--- src/rtl/mem_xfer_ctrl.sv ---
`default_nettype none
// ============================================================================
// Module   : mem_xfer_ctrl
// Purpose  : Sequencer for the Mini-SRC memory-side datapath. Drives the MAR
//            and MDR load enables, the MDR input-mux select and the memory
//            read/write strobes for one load or store at a time. It waits on
//            the memory ready handshake with a bounded timeout.
//            Holds sequencing state only, plus a wait counter; no data path.
// Ports    : clock        - system clock, rising edge
//            clear        - synchronous active-low reset
//            start_read   - one-cycle load request (MAR <- bus, MDR <- memory)
//            start_write  - one-cycle store request (MAR, MDR <- bus, write)
//            mem_ready    - memory acknowledges the current access
//            MARin        - MAR load enable
//            MDRin        - MDR load enable
//            MDR_read     - MDR mux select (1 = Mdatain, 0 = BusMuxOut)
//            mem_read     - memory read strobe
//            mem_write    - memory write strobe
//            busy         - high whenever not idle
//            done         - one-cycle pulse on successful completion
//            error        - one-cycle pulse on wait timeout
// Revision : 1.0 - initial release
// ============================================================================
module mem_xfer_ctrl #(
    parameter int TIMEOUT = 15,
    parameter int CNT_W   = 8
) (
    input  logic clock,
    input  logic clear,
    input  logic start_read,
    input  logic start_write,
    input  logic mem_ready,
    output logic MARin,
    output logic MDRin,
    output logic MDR_read,
    output logic mem_read,
    output logic mem_write,
    output logic busy,
    output logic done,
    output logic error
);

    localparam logic [2:0] c_IDLE   = 3'd0;
    localparam logic [2:0] c_MAR_LD = 3'd1;
    localparam logic [2:0] c_MDR_LD = 3'd2;
    localparam logic [2:0] c_RD_REQ = 3'd3;
    localparam logic [2:0] c_WR_REQ = 3'd4;
    localparam logic [2:0] c_DONE   = 3'd5;
    localparam logic [2:0] c_ERR    = 3'd6;

    // Last wait-counter value before a non-ready cycle becomes a timeout.
    localparam logic [CNT_W-1:0] c_CNT_LAST = CNT_W'(TIMEOUT - 1);

    logic [2:0]       r_state;
    logic [2:0]       w_next;
    logic             r_op_write;
    logic [CNT_W-1:0] r_wait_cnt;
    logic             w_in_req;
    logic             w_cnt_last;

    assign w_in_req   = (r_state == c_RD_REQ) || (r_state == c_WR_REQ);
    assign w_cnt_last = (r_wait_cnt == c_CNT_LAST);

    // ------------------------------------------------------------------
    // Next-state logic
    // ------------------------------------------------------------------
    always_comb begin
        w_next = r_state;
        case (r_state)
            c_IDLE: begin
                if (start_read || start_write) begin
                    w_next = c_MAR_LD;
                end
            end
            c_MAR_LD: w_next = r_op_write ? c_MDR_LD : c_RD_REQ;
            c_MDR_LD: w_next = c_WR_REQ;
            c_RD_REQ, c_WR_REQ: begin
                // A ready on the final allowed cycle still counts as success.
                if (mem_ready) begin
                    w_next = c_DONE;
                end else if (w_cnt_last) begin
                    w_next = c_ERR;
                end
            end
            c_DONE:  w_next = c_IDLE;
            c_ERR:   w_next = c_IDLE;
            default: w_next = c_IDLE;
        endcase
    end

    // ------------------------------------------------------------------
    // State, op flag and wait counter
    // ------------------------------------------------------------------
    always_ff @(posedge clock) begin
        if (!clear) begin
            r_state    <= c_IDLE;
            r_op_write <= 1'b0;
            r_wait_cnt <= '0;
        end else begin
            r_state <= w_next;

            // Read wins when both starts arrive together.
            if ((r_state == c_IDLE) && (start_read || start_write)) begin
                r_op_write <= !start_read;
            end

            // Counter sits at zero outside request states, so every request
            // state is entered with a fresh count.
            if (!w_in_req) begin
                r_wait_cnt <= '0;
            end else if (!mem_ready && !w_cnt_last) begin
                r_wait_cnt <= r_wait_cnt + CNT_W'(1);
            end
        end
    end

    // ------------------------------------------------------------------
    // Outputs: Moore decode of state, except MDRin in RD_REQ which follows
    // mem_ready in the same cycle so MDR captures the returning data.
    // ------------------------------------------------------------------
    assign MARin     = (r_state == c_MAR_LD);
    assign MDRin     = (r_state == c_MDR_LD) || ((r_state == c_RD_REQ) && mem_ready);
    assign MDR_read  = (r_state == c_RD_REQ);
    assign mem_read  = (r_state == c_RD_REQ);
    assign mem_write = (r_state == c_WR_REQ);
    assign busy      = (r_state != c_IDLE);
    assign done      = (r_state == c_DONE);
    assign error     = (r_state == c_ERR);

endmodule
`default_nettype wire

--- config.mk ---
export PLATFORM = sky130hd
export DESIGN_NAME = mem_xfer_ctrl
export DESIGN_NICKNAME = d
export VERILOG_FILES = /design/src/rtl/mem_xfer_ctrl.sv
export SDC_FILE = /design/constraint.sdc
export NUM_CORES = 1
export LEC_CHECK = 0
export BUFFER_PORTS_ARGS = -buffer_cell sky130_fd_sc_hd__buf_2
export CAP_MARGIN = 40
export CORE_AREA = 2 2 39 41
export CTS_CLUSTER_SIZE = 16
export DETAILED_ROUTE_END_ITERATION = 10
export DIE_AREA = 0 0 41 43
export GPL_TIMING_DRIVEN = 0
export PLACE_DENSITY_LB_ADDON = 0.2
export SKIP_LAST_GASP = 1
export SYNTH_ARGS = -nofsm -noshare
export SYNTH_HDL_FRONTEND = slang
export SYNTH_SLANG_ARGS = --single-unit
--- constraint.sdc ---
create_clock -name clock -period 2.3 [get_ports clock]
set_clock_uncertainty 0.05 [all_clocks]
set_input_delay 0.23 -clock clock [delete_from_list [all_inputs] [get_ports clock]]
set_output_delay 0.23 -clock clock [all_outputs]
set_load 0.005 [all_outputs]
* After elaboration in Yosys (flattened, before gate mapping) *
Index checks and enable logic that the tools add are counted.
Widths: inputs -> output; s select.

storage, ports and cells
  register bits after elaboration = 12
  bits in latches = 0
  bits in writable memories = 0
  memory bits (read-only) = 0
  input port bits = 5
  memories kept = 0

operators by class
  $add $sub $neg = 1
  $mul = 0
  div/mod/pow operators = 0
  magnitude comparators = 0
  equal/unequal tests = 9
  shift operators = 0
  mux-type cells = 5
  bitwise operators = 0
  reduce and logical (&&, ||, !) cells = 14

operator list
  operator             count
  $pmux 3 s4           1
  $eq 3x3->1 const B   3
  $mux 3               3
  $add 8x1->8 const B  1
  $eq 8x4->1 const B   1
  $eq 3x2->1 const B   2
  $reduce_and 2->1     2
  $eq 3x1->1 const B   1
  $logic_and 1x1->1    3
  $logic_not 1->1      3
  $logic_not 3->1      1
  $logic_or 1x1->1     3
  $ne 3x3->1 const B   1
  $reduce_bool 3->1    1
  $ne 2x1->1 const B   1
  $reduce_or 2->1      1
  $mux 1               1

* Logic depth before layout (Yosys ltp) *
Gate-level depths: netlist of the first run.

  depth in word-level cells = 4
  mapped depth = 6

* Least setup slack after synthesis of the first run *
No wires, ideal clock.

  path type = flip-flop to flip-flop
  start = reg r_wait_cnt[0]
  end = reg r_state[2]
  data arrival time = 1.246 ns
  data required time = 2.135 ns
  path slack = 0.889 ns
  stages on the path, launching flop included = 7
  period minus slack after synthesis = 1.411 ns
  cells stage by stage = dfxtp_1 -> inv_1 -> ha_1 -> nor4b_4 -> a21oi_2 -> o22ai_1 -> and2_1

on the way
  cells in the longest elaborated chain, start to end = 3

RTL lines
  item                        line  source
  start: declaration          57    logic [CNT_W-1:0] r_wait_cnt;
  start signal: assignment    112   r_wait_cnt <= r_wait_cnt + CNT_W'(1);
  $eq 8x4->1                  62    assign w_cnt_last = (r_wait_cnt == c_CNT_LAST);
  $ne 3x3->1 (no line)        -
  $reduce_and 2->1 (no line)  -
  end signal: assignment      96    r_state <= c_IDLE;
  end signal: assignment      100   r_state <= w_next;
  end: declaration            54    logic [2:0] r_state;

Every way passes these cells.
A chain may end at the register's enable or synchronous reset.

* Final worst setup path of the first run *
Ends and elaborated chain as after synthesis.

==> metrics, run 1 <==
Tightest Pin Transition=355 ps; DRT iter0 DRCs=6; IR drop worst, VDD=0.452 mV; post-layout util=59.4%; DP Area=786 um^2; post-synthesis cell type count=32; clock power share=29.4%; Net Sw Frac=28.9%; unrepaired setup endpoints after global routing=false; top-count cell post-synth=dfxtp_1; Fill cells=127; status=finished clean; P&R area growth vs syn=16.5%; Inst Count DP=107; Mean Syn Cell Area=8.93 um^2; number of synthesized flops with an enable pin=0; Post-Layout Cell Count=111; final hold viol count=0; Ports=13; initial antenna violation count=0; final WL=1280 um; MaxCap Viol Count=0; min Tclk post-route=1570 ps; Clock Path Buffers=2; Yosys reg bits=12; worst skew pair latency=260 ps; Lkg Pwr=0.359 nW; post-layout instance area=822 um^2; worst hold-check path type=input pin to register; post-route ant nets=0; Starting Density=51.0%; Storage cell area=240 um^2; combinational cell fraction of total power=29.7%; RePlAce Congestion=0.641; # H-tree levels=1; first-pass GRT wire length=2170 um; critical path peak fanout=6; crit path capture type=register; final layout net count=103; DR vias/cell=5.26; Post-route DRC=0; Largest delay share family, worst path=flip-flops; layout cells sized above 1=26.3%; synthesized area=706 um^2; Max Fclk=637 MHz; Setup Buffers After CTS=0; Die X-Extent=41 um; Critical Path RT=2420 ps; std cell rows=14; Pint=0.401 mW; Final setup viols=0; PortBufs=12; top_reg_cell synth=dfxtp_1; DR pass1 iterations=4; CTS Root Cell=clkbuf_4; area occupied by multi-input gates=417 um^2; largest stage delay on the critical path=430 ps; vias post-DR=584; ys async rst share=0%; Startpoint Class=register; slowest CP cell=dfxtp_1; total gr overflow=0; P_sw=0.163 mW; CTS Buf Count=3; Synth top cells by count=dfxtp_1, nor2_1, a21oi_1; final period utilization=68.2%; TritonCTS clock tree=yes; WL/cell=11.5 um; Synth area leader=dfxtp_1; Ys Warns=0; largest net degree at the start of global routing=11; worst hold margin=157 ps; total die area=1760 um^2; part of the power in registers=40.9%; CP Data Arrival Time=1680 ps; Yosys top cell area share=34.0%; TNS Setup=0 ps; cts hold-fix bufs=0; crit-path cells=inv_1, ha_1, nor4b_4, a21oi_2, o22ai_1, and2_1; Synth Net Count=86; Max Slew Vio Count=0; clk slew on worst S/H paths=80 ps; core area=1380 um^2; PostCTS Resize Cnt=0; Power Density=686 nW/um^2; Total Routing Usage GR=17.7%; post-synthesis sequential area ratio=34.0%; HPWL after DPL=971 um; Syn Inst Count=79; n_diodes=0; CP bufs+invs=1; Max-slew headroom=76.3%; vias in the first global route=533; Die Ht=43 um; TritonCTS Sinks=12; Setup CP Type=register to register; synth top area cells=dfxtp_1, nor2_1, and3b_1
-- final cells by class --
| cell class | count | share of cell area (%) |
|---|---|---|
| repair buffers | 12 | 7.31 |
| well taps | 16 | 2.44 |
| plain buffers | 4 | 4.57 |
| multi-input cells | 60 | 50.7 |
| clock buffers | 4 | 4.41 |
| flip-flops and latches | 12 | 29.2 |
| inverters | 3 | 1.37 |
-- tightest hold or removal path, stage by stage --
cell	delay, ps
buf_2	90
a21oi_1	50
nor2_1	70
-- path summary, 6_finish.rpt --
path,start,end,slack (ps),depth (start not counted)
max,r_wait_cnt[0],r_state[2],730,6
min,start_write,r_op_write,160,3
max reg2reg,r_wait_cnt[0],r_state[2],730,6
min reg2reg,r_op_write,r_op_write,430,2
-- per-layer routing --
layer	GRT usage, %	up-vias	wire, um
met2	27.8	13	606
li1	-	307	-
met3	3.14	2	60
met4	6.00	0	14
met5	0	-	0
met1	23.4	262	595
-- cells by family after synthesis --
kind of cell	after synthesis	synth area share (%)
adders and majority gates	2	3.55
DFF	12	34.0
and+or+nand+nor	35	31.7
buffers and inverters	7	6.91
xor gates and xnor gates	6	7.45
AOI/OAI and AO/OA	17	16.3
-- registers in the layout (all words and copies together) (netlist names) --
signal,count
r_op_write,1
r_wait_cnt,8
r_state,3
-- cells in the final DEF (no fill, tap or decap) --
cell type  synthesis  routed
and3b_1            4       4
and4b_1            1       1
a21oi_1            6       6
nand2b_1           1       1
inv_1              3       3
and3_1             1       1
a221oi_2           1       1
o22ai_1            1       1
buf_6              2       2
buf_2              0      12
o21ai_0            2       2
xor2_1             3       3
nand4b_1           1       1
nor4b_4            1       1
xnor2_1            3       3
nor3b_4            1       1
a211oi_1           1       1
nand2_1            5       5
buf_4              2       2
clkbuf_4           0       3
dfxtp_1           12      12
o31ai_1            1       1
or2b_1             1       1
nor2_1            10      10
o21ai_2            1       1
a31oi_1            1       1
nand3_1            5       5
ha_1               2       2
clkbuf_8           0       1
o21bai_1           2       2
a21oi_2            1       1
nor2b_1            1       1
nor3_1             1       1
and2_1             1       1
nor4b_1            1       1
-- per-stage QoR --
step                total power, mW  setup slack [ps]
floorplan                     0.359               889
global placement              0.401               726
detailed placement            0.405               722
CTS                           0.571               696
global route                  0.603               576
finish                        0.564               730
-- power groups by stage --
stage	clock (mW)	combinational [mW]	sequential [mW]
2_1_floorplan	0	0.125	0.234
3_5_place_dp	0	0.169	0.236
3_3_place_gp	0	0.165	0.236
6_report	0.166	0.167	0.231
5_1_grt	0.179	0.191	0.233
4_1_cts	0.170	0.170	0.231
No activity file was read; power rests on OpenSTA's default activity.
==> run 2, diff against run 1 <==
- ABC_AREA: default -> 1
- CORE_AREA: 2 2 39 41 -> default
- CORE_MARGIN: default -> 2
- CORE_UTILIZATION: default -> 48
- DIE_AREA: 0 0 41 43 -> default
- clock period: 2.3 -> 1.4 ns (I/O delays scaled with it)
==> run 2 against run 1 <==
Effect of this change: combinational power grew to 2.8 times the previous value; first-iteration DRC count grew 17%; synthesized cell count grew 48%; non-clock buffer count is the same; clock power grew 64%; sequential power grew 93%; hold slack lost 82 ps; critical path depth grew 2; final area grew 17%; synthesized area grew 8.7%; largest power group is now combinational cells.
==> metrics, run 2 <==
min Tclk post-route=1360 ps (was 1570 ps); crit-path cells=inv_2, ha_4, nand2_2, nor2_4, a21oi_4, buf_6, nand2_1, nor3b_2 (was inv_1, ha_1, nor4b_4, a21oi_2, o22ai_1, and2_1); commonest cells after routing, fill and taps aside=nand2_1, inv_1, buf_2 (was buf_2, dfxtp_1, nor2_1); worst hold-check path type=input pin to register (unchanged); Ports=13 (unchanged); post-synthesis sequential area ratio=31.3% (was 34.0%); Setup CP Type=register to register (unchanged); Yosys top cell area share=31.3% (was 34.0%); biggest regs=r_wait_cnt: 8 flops, r_state: 3 flops, r_op_write: 1 flops (unchanged); # H-tree levels=1 (unchanged); critical path peak fanout=5 (was 6); first-pass GRT wire length=2690 um (was 2170 um); std cell rows=14 (unchanged); Max Fclk=736 MHz (was 637 MHz); final WL=1640 um (was 1280 um); vias in the first global route=646 (was 533); PortBufs=12 (unchanged); post-synthesis cell type count=20 (was 32); crit path capture type=register (unchanged); Fill cells=136 (was 127); XOR/XNOR share of the synthesized area=4.57% (was 7.45%); TritonCTS Sinks=12 (unchanged); synth top area cells=dfxtp_1, nand2_1, a21oi_1 (was dfxtp_1, nor2_1, and3b_1); total gr overflow=0 (unchanged); CP Data Arrival Time=1460 ps (was 1680 ps); Lkg Pwr=0.470 nW (was 0.359 nW); mux contribution to synthesized area=0% (unchanged); slowest CP cell=dfxtp_2 (was dfxtp_1); MaxCap Viol Count=0 (unchanged); WL/cell=10.8 um (was 11.5 um); Synth top cells by count=nand2_1, inv_1, dfxtp_1 (was dfxtp_1, nor2_1, a21oi_1); DRT iter0 DRCs=7 (was 6); IR drop worst, VDD=0.903 mV (was 0.452 mV); area occupied by multi-input gates=485 um^2 (was 417 um^2); Storage cell area=246 um^2 (was 240 um^2); most common cell after layout, fill and taps aside=nand2_1; final hold viol count=0 (unchanged); Clock Path Buffers=2 (unchanged); HPWL after DPL=1160 um (was 971 um); DR vias/cell=4.91 (was 5.26); DP Area=847 um^2 (was 786 um^2); Yosys reg bits=12 (unchanged); Largest delay share family, worst path=flip-flops (unchanged); largest net degree at the start of global routing=9 (was 11); CP bufs+invs=2 (was 1); top-count cell post-synth=nand2_1 (was dfxtp_1); adder-cell share of the synthesized area=3.26% (was 3.55%); Critical Path RT=1500 ps (was 2420 ps); ys async rst share=0% (unchanged); vias post-DR=746 (was 584); Die X-Extent=44.0 um (was 41 um); post-layout util=64.0% (was 59.4%); clk slew on worst S/H paths=80 ps (about the same); status=finished clean (unchanged); Total Routing Usage GR=18.6% (was 17.7%); Pwr Total=1.19 mW (was 0.564 mW); worst skew pair latency=270 ps (was 260 ps); Power Density=1240 nW/um^2 (was 686 nW/um^2); DR pass1 iterations=4 (unchanged); Final setup viols=0 (unchanged); combinational family with the most area after synthesis=simple AND/OR/NAND/NOR gates (unchanged); Largest Register=r_wait_cnt (unchanged); max reg flops=8 (unchanged); CTS Buf Count=3 (unchanged); core area=1510 um^2 (was 1380 um^2); setup slack at placement=-112 ps (was 722 ps); Ys Warns=0 (unchanged); synthesized area=767 um^2 (was 706 um^2); Synth area leader=dfxtp_1 (unchanged); Inst Count DP=145 (was 107); P&R area growth vs syn=25.6% (was 16.5%); Die Ht=44.0 um (was 43 um); post-layout instance area=963 um^2 (was 822 um^2); Syn Inst Count=117 (was 79); TNS Setup=0 ps (unchanged); post-route ant nets=0 (unchanged); Max-slew headroom=76.1% (was 76.3%); Tightest Pin Transition=357 ps (was 355 ps); Max Slew Vio Count=0 (unchanged); setup slack, reg-to-reg=40 ps (was 730 ps); layout cells sized above 1=34.6% (was 26.3%); Startpoint Class=register (unchanged); largest stage delay on the critical path=350 ps (was 430 ps); final period utilization=97.1% (was 68.2%); total die area=1930 um^2 (was 1760 um^2); Post-route DRC=0 (unchanged); top_reg_cell synth=dfxtp_1 (unchanged); initial antenna violation count=0 (unchanged); final layout net count=144 (was 103); Post-Layout Cell Count=152 (was 111); number of synthesized flops with an enable pin=0 (unchanged); setup ws final=40.4 ps (was 730 ps); CTS Root Cell=clkbuf_4 (unchanged); worst hold margin=74.8 ps (was 157 ps); Synth Net Count=124 (was 86); TritonCTS clock tree=yes (unchanged); n_diodes=0 (unchanged); compound-cell area share of the yosys netlist=10.9% (was 16.3%); Post-Synth Simple-Gate Area=40.6% (was 31.7%); Mean Syn Cell Area=6.56 um^2 (was 8.93 um^2); Starting Density=50.9% (was 51.0%); RePlAce Congestion=0.873 (was 0.641)
run 2: cell count changes after synthesis, moves of 4 or more:
cell | before | now
and3b_1 | 4 | 0
inv_2 | 0 | 4
inv_1 | 3 | 13
a21oi_1 | 6 | 10
nand2_1 | 5 | 35
nand2_2 | 0 | 6
run 2: final timing paths:
check	from	endpoint	cells past startpoint
hold / removal	clear	r_state[2]	3
setup / recovery	r_wait_cnt[0]	r_wait_cnt[1]	8
hold reg to reg	r_op_write	r_op_write	2
setup reg to reg	r_wait_cnt[0]	r_wait_cnt[1]	8
run 2: kinds of logic (layout without fill, tap and decap cells):
kind of cell,after synthesis,after routing
XOR/XNOR,4,4
AO/OA/AOI/OAI,14,14
flip-flops,12,12
adder cells (fa/ha/maj),2,2
AND/OR/NAND/NOR,67,67
buffers and inverters,18,37
run 2: final cells by class:
type | count | share of cell area [%]
repair buffers | 15 | 10.3
multi-input cells | 87 | 50.4
inverters | 17 | 7.14
plain buffers | 1 | 0.779
clock buffers | 4 | 3.77
well taps | 16 | 2.08
flip-flops and latches | 12 | 25.6
run 2: worst min-delay path: stages:
cell     delay, ps
buf_2          130
nand2_1         60
nor2_1          30
run 2: what timing repair did:
item                                    4_1_cts  5_1_grt
pin swaps                                     1        2
hold buffers                                  0        0
endpoints found under the setup margin        8       14
gates resized for setup                       2       14
setup buffers                                 2        1
run 2: per-layer routing:
layer | up-vias | track usage (%) | part of all wire, %
met3 | 2 | 2.50 | 2.4
met4 | 0 | 7.27 | 0.55
met1 | 329 | 25.0 | 48
li1 | 403 | - | -
met5 | - | 0 | 0
met2 | 12 | 30.0 | 49
run 2: power by group:
| part | leakage, nW | total [mW] | internal [mW] | switching [mW] |
|---|---|---|---|---|
| sequential | 0.0998 | 0.445 | 0.397 | 0.0480 |
| clock | 0.0210 | 0.273 | 0.158 | 0.115 |
| combinational | 0.349 | 0.472 | 0.188 | 0.284 |
